==> src/rtl/clock_core.sv <==
// rtl/clock_core.sv - settable 12/24-hour BCD time-of-day core with set-mode FSM and display blanking
module clock_core #(
    parameter int TICK_DIV = 50_000_000
) (
    input  logic       iClk,
    input  logic       iRst,
    input  logic       iMode12,
    input  logic       iSetBtn,
    input  logic       iIncBtn,
    output logic [3:0] oHourT,
    output logic [3:0] oHourU,
    output logic [3:0] oMinT,
    output logic [3:0] oMinU,
    output logic [3:0] oSecT,
    output logic [3:0] oSecU,
    output logic       oPm,
    output logic [5:0] oBlank,
    output logic [1:0] oMode,
    output logic       oSecStrb
);

    localparam int              CW       = $clog2(TICK_DIV);
    localparam logic [CW-1:0]   CNT_LAST = CW'(TICK_DIV - 1);
    localparam logic [CW-1:0]   CNT_HALF = CW'(TICK_DIV / 2 - 1);
    localparam logic [CW-1:0]   CNT_ONE  = CW'(1);

    typedef enum logic [1:0] {
        S_RUN     = 2'd0,
        S_SET_HR  = 2'd1,
        S_SET_MIN = 2'd2
    } state_e;

    state_e        state_q, state_d;
    logic [CW-1:0] cnt_q, cnt_d;
    logic          blink_q, blink_d;
    logic          strb_q, strb_d;
    logic [3:0]    hr_t_q, hr_u_q, hr_t_d, hr_u_d;
    logic [3:0]    mn_t_q, mn_u_q, mn_t_d, mn_u_d;
    logic [3:0]    sc_t_q, sc_u_q, sc_t_d, sc_u_d;
    logic          tick;

    // Increment a 00..59 BCD pair, wrapping to 00.
    function automatic logic [7:0] inc_bcd60(input logic [3:0] t, input logic [3:0] u);
        logic [7:0] r;
        if (u == 4'd9) begin
            r = (t == 4'd5) ? 8'h00 : {t + 4'd1, 4'd0};
        end else begin
            r = {t, u + 4'd1};
        end
        return r;
    endfunction

    // Increment a 00..23 BCD pair, wrapping to 00.
    function automatic logic [7:0] inc_bcd24(input logic [3:0] t, input logic [3:0] u);
        logic [7:0] r;
        if ({t, u} == 8'h23) begin
            r = 8'h00;
        end else if (u == 4'd9) begin
            r = {t + 4'd1, 4'd0};
        end else begin
            r = {t, u + 4'd1};
        end
        return r;
    endfunction

    always_ff @(posedge iClk) begin
        if (!iRst) begin
            state_q <= S_RUN;
            cnt_q   <= '0;
            blink_q <= 1'b0;
            strb_q  <= 1'b0;
            hr_t_q  <= 4'd0;
            hr_u_q  <= 4'd0;
            mn_t_q  <= 4'd0;
            mn_u_q  <= 4'd0;
            sc_t_q  <= 4'd0;
            sc_u_q  <= 4'd0;
        end else begin
            state_q <= state_d;
            cnt_q   <= cnt_d;
            blink_q <= blink_d;
            strb_q  <= strb_d;
            hr_t_q  <= hr_t_d;
            hr_u_q  <= hr_u_d;
            mn_t_q  <= mn_t_d;
            mn_u_q  <= mn_u_d;
            sc_t_q  <= sc_t_d;
            sc_u_q  <= sc_u_d;
        end
    end

    always_comb begin
        state_d = state_q;
        if (iSetBtn) begin
            case (state_q)
                S_RUN:     state_d = S_SET_HR;
                S_SET_HR:  state_d = S_SET_MIN;
                default:   state_d = S_RUN;
            endcase
        end
    end

    always_comb begin
        cnt_d   = cnt_q;
        blink_d = blink_q;
        strb_d  = 1'b0;
        tick    = 1'b0;
        hr_t_d  = hr_t_q;
        hr_u_d  = hr_u_q;
        mn_t_d  = mn_t_q;
        mn_u_d  = mn_u_q;
        sc_t_d  = sc_t_q;
        sc_u_d  = sc_u_q;

        // Blink runs at one full period per tick in every state.
        if (cnt_q == CNT_HALF || (state_q == S_RUN && cnt_q == CNT_LAST)) begin
            blink_d = ~blink_q;
        end

        // Outside RUN the prescaler only counts half periods to keep the blink alive.
        if (state_q == S_RUN) begin
            if (cnt_q == CNT_LAST) begin
                cnt_d = '0;
                tick  = ~iSetBtn;
            end else begin
                cnt_d = cnt_q + CNT_ONE;
            end
        end else begin
            cnt_d = (cnt_q >= CNT_HALF) ? '0 : cnt_q + CNT_ONE;
        end

        if (iSetBtn) begin
            if (state_q == S_RUN) begin
                cnt_d  = '0;
                sc_t_d = 4'd0;
                sc_u_d = 4'd0;
            end else if (state_q != S_SET_HR) begin
                cnt_d = '0;
            end
        end else if (iIncBtn) begin
            if (state_q == S_SET_HR) begin
                {hr_t_d, hr_u_d} = inc_bcd24(hr_t_q, hr_u_q);
            end else if (state_q == S_SET_MIN) begin
                {mn_t_d, mn_u_d} = inc_bcd60(mn_t_q, mn_u_q);
            end
        end

        if (tick) begin
            strb_d = 1'b1;
            {sc_t_d, sc_u_d} = inc_bcd60(sc_t_q, sc_u_q);
            if ({sc_t_q, sc_u_q} == 8'h59) begin
                {mn_t_d, mn_u_d} = inc_bcd60(mn_t_q, mn_u_q);
                if ({mn_t_q, mn_u_q} == 8'h59) begin
                    {hr_t_d, hr_u_d} = inc_bcd24(hr_t_q, hr_u_q);
                end
            end
        end
    end

    logic [4:0] hr_bin;
    logic [4:0] disp_bin;
    logic       supp;

    assign hr_bin = 5'(hr_t_q) * 5'd10 + 5'(hr_u_q);

    always_comb begin
        disp_bin = hr_bin;
        if (hr_bin == 5'd0) begin
            disp_bin = 5'd12;
        end else if (hr_bin > 5'd12) begin
            disp_bin = hr_bin - 5'd12;
        end
    end

    always_comb begin
        oHourT = hr_t_q;
        oHourU = hr_u_q;
        supp   = 1'b0;
        if (iMode12) begin
            if (disp_bin >= 5'd10) begin
                oHourT = 4'd1;
                oHourU = 4'(disp_bin - 5'd10);
            end else begin
                oHourT = 4'd0;
                oHourU = 4'(disp_bin);
                supp   = 1'b1;
            end
        end
    end

    always_comb begin
        oBlank    = {supp, 5'b0};
        if (blink_q && state_q == S_SET_HR) begin
            oBlank[5:4] = 2'b11;
        end
        if (blink_q && state_q == S_SET_MIN) begin
            oBlank[3:2] = 2'b11;
        end
    end

    assign oMinT    = mn_t_q;
    assign oMinU    = mn_u_q;
    assign oSecT    = sc_t_q;
    assign oSecU    = sc_u_q;
    assign oPm      = (hr_bin >= 5'd12);
    assign oMode    = state_q;
    assign oSecStrb = strb_q;

endmodule
==> config.mk <==
export PLATFORM = sky130hd
export DESIGN_NAME = clock_core
export DESIGN_NICKNAME = d
export VERILOG_FILES = /design/src/rtl/clock_core.sv
export SDC_FILE = /design/constraint.sdc
export NUM_CORES = 1
export LEC_CHECK = 0
export ABC_AREA = 1
export ABC_CLOCK_PERIOD_IN_PS = 3100
export CORE_ASPECT_RATIO = 0.7
export CORE_UTILIZATION = 51
export CTS_CLUSTER_DIAMETER = 200
export DETAILED_ROUTE_END_ITERATION = 7
export PLACE_DENSITY = 0.73
export SLEW_MARGIN = 15
export SYNTH_ARGS = -nofsm -noshare
export SYNTH_HDL_FRONTEND = slang
export SYNTH_SLANG_ARGS = --single-unit
==> constraint.sdc <==
create_clock -name iClk -period 3.1 [get_ports iClk]
set_input_delay 0.62 -clock iClk [delete_from_list [all_inputs] [get_ports iClk]]
set_output_delay 0.62 -clock iClk [all_outputs]
set_load 0.02 [all_outputs]
==> out/results.tsv <==
metric	value	unit
status	finished, violations left	
failing checks	setup timing	
relative slew slack	54.6	%
via/cell ratio	5.25	
GR met3 Demand/Resource	4.50	%
worst vdd ir	0.223	mV
# diodes	0	
most frequent cells in the layout	inv_1, nand2_1, nor2_1, dfxtp_1, nand3_1	
actual slew at the worst max-slew pin	0.675	ns
Hold WS	0.457	ns
area of the multi-input gates	0.00214	mm²
CORE AREA	0.00634	mm²
die area	0.00700	mm²
Vias	3378	
met1 Use GR	41.7	%
RSZ-0062 raised after global routing	yes	
GR Util met2	37.2	%
Nets	573	
Setup CP Type	flop to primary output	
die width	99.6	µm
Hold-fix buffers, CTS	0	
clock slew at reported path FFs	0.10	ns
Reg2Reg Depth	11	
share of post-route cells with drive strength above 1	18.3	%
EDFF count, synth	0	
P&R area growth vs syn	27.7	%
Worst Path Max Fanout	4	
H-tree Lvls	2	
vias in the first global route	3046	
global route overflow	0	
leakage power	0.00171	µW
synth warn	0	
Clock Tree Buf Depth	2	
initial core utilization	53.7	%
average size of a mapped cell	6.94	µm²
I/O Pins	39	
DP HPWL	6.72	mm
highest clock rate	289	MHz
synth unique cells	44	
critical path capture point	oHourT[0]	
Reg-to-Reg Start	cnt_q[18]	
critical path capture point type	primary output	
WL/cell	14.0	µm
gr usage total	26.5	%
initial antenna violation count	0	
register bit total from synthesis	54	
r2r setup slk	0.82	ns
CTS tree	yes	
first-pass GRT wire length	14.8	mm
largest net degree at the start of global routing	22	
sequential-to-total area share from yosys stat	31.8	%
Die Y	70.3	µm
clock root buffer	clkbuf_8	
Final period util	112	%
worst-skew pair later-pin latency	0.31	ns
Fill cells	532	
Final ANT Viol Nets	0	
max-cap violation count	0	
num rows	24	
critical path data arrival time	2.84	ns
CP Launch Type	flop	
drt total wl	9.00	mm
Placer Congestion	0.942	
drt first pass iters	5	
final worst setup slack	-0.363	ns
final setup violating endpoints	5	
residual DRC count	0	
most used routing layer	met1	
IO buf count	36	
Post-Synthesis Cells	490	
setup tns final	-1.65	ns
pwr dens	342	mW/mm²
fin crit period	3.46	ns
Hold Crit Class	flop to flop	
ys flop type	dfxtp_1	
Total Power	1490	µW
clock sinks	54	
Worst Setup SP	hr_t_q[0]	
synthesized area	0.00340	mm²
Reg2Reg Capture Point	cnt_q[15]	
Final Skew	0.00934	ns
final hold violation count	0	
clock buffer count from CTS	5	
DRC violation total after the first TritonRoute iteration	226	
Critical Path RT	2.48	ns
Sequential cell area	0.00108	mm²
fraction of registers with async set/reset	0	%
Slew Viols, Final	0	
how the worst min path moves through the flow:
stage | slack [ns] | start | end | depth (start not counted)
floorplan | 0.42 | cnt_q[0] | cnt_q[0] | 1
global placement | 0.43 | cnt_q[0] | cnt_q[0] | 1
detailed placement | 0.44 | cnt_q[0] | cnt_q[0] | 1
CTS | 0.47 | cnt_q[0] | cnt_q[0] | 1
global route | 0.49 | blink_q | blink_q | 1
finish | 0.46 | cnt_q[0] | cnt_q[0] | 1
cell usage after synthesis (all sizes together), types with 3 or more instances:
master / count / area share, %
nor2: 76 / 9.2
nor3: 23 / 3.9
clkbuf: 5 / 0.59
xor2: 15 / 3.9
a211oi: 3 / 0.96
o21ai: 17 / 2.5
buf: 6 / 1.5
nand2: 80 / 9.6
a21oi: 19 / 2.8
o211ai: 5 / 1.1
nand4: 16 / 2.9
nand3: 48 / 8.0
nor4: 8 / 1.7
ha: 16 / 5.9
a31oi: 3 / 0.55
nor3b: 4 / 0.88
inv: 77 / 8.5
dfxtp: 54 / 32
kinds of logic after synthesis:
| family | count (synthesis) | synth area share [%] |
|---|---|---|
| AND/OR/NAND/NOR | 259 | 37.0 |
| other | 1 | 0.110 |
| XOR/XNOR | 17 | 4.38 |
| buffers and inverters | 88 | 10.6 |
| flip-flops | 54 | 31.8 |
| adder cells (fa/ha/maj) | 17 | 6.48 |
| AO/OA/AOI/OAI | 54 | 9.61 |
worst max-delay path, cell delays in order (launching register included):
cell and delay (ns):
dfxtp_4 0.38, ha_4 0.17, fa_2 0.38, xnor2_4 0.18, inv_2 0.07, ha_4 0.17, inv_2 0.06, nor2_4 0.04
o211ai_1 0.19, nand2_2 0.10, inv_2 0.07, ha_4 0.13, inv_2 0.04, nand2_4 0.08, nand3_4 0.12, nand2_1 0.10
o21ai_1 0.08, buf_4 0.17
state kept, by name, indices dropped and copies added, names as in the netlist:
register / flops
cnt_q: 26
oMode: 2
oSecU: 4
hr_u_q: 4
oSecT: 4
oSecStrb: 1
oMinT: 4
oMinU: 4
blink_q: 1
hr_t_q: 4
area by class of cell:
class | instances | share of cell area (%)
multi-input cells | 349 | 49.3
flip-flops and latches | 54 | 25.0
repair buffers | 64 | 13.2
inverters | 77 | 6.66
well taps | 91 | 2.62
clock buffers | 6 | 1.90
clock inverters | 2 | 1.38
through the flow:
step,utilization (%),worst slack (ns),instances,area [µm²]
after floorplan,-,0.0132,491,3450
after global placement,63.4,-0.588,629,4020
after detailed placement,63.4,-0.687,629,4020
after CTS,67.6,-0.358,641,4280
after global routing,68.5,-0.497,643,4340
final,68.5,-0.363,643,4340
routing by layer:
metal | up-vias | wire length, µm
met5 | - | 0
met3 | 11 | 548
met4 | 0 | 118
li1 | 1729 | -
met1 | 1521 | 4740
met2 | 117 | 3590
power by group:
group          switching (µW)  internal, µW
combinational             118          77.4
clock                     243           345
sequential               5.77           698
what timing repair did:
item	in CTS	in global routing
pin swaps	16	14
resized for setup	54	13
buffers inserted	4	2
setup endpoints to repair	6	6
Note: power is estimated with default switching activity, not from simulation.
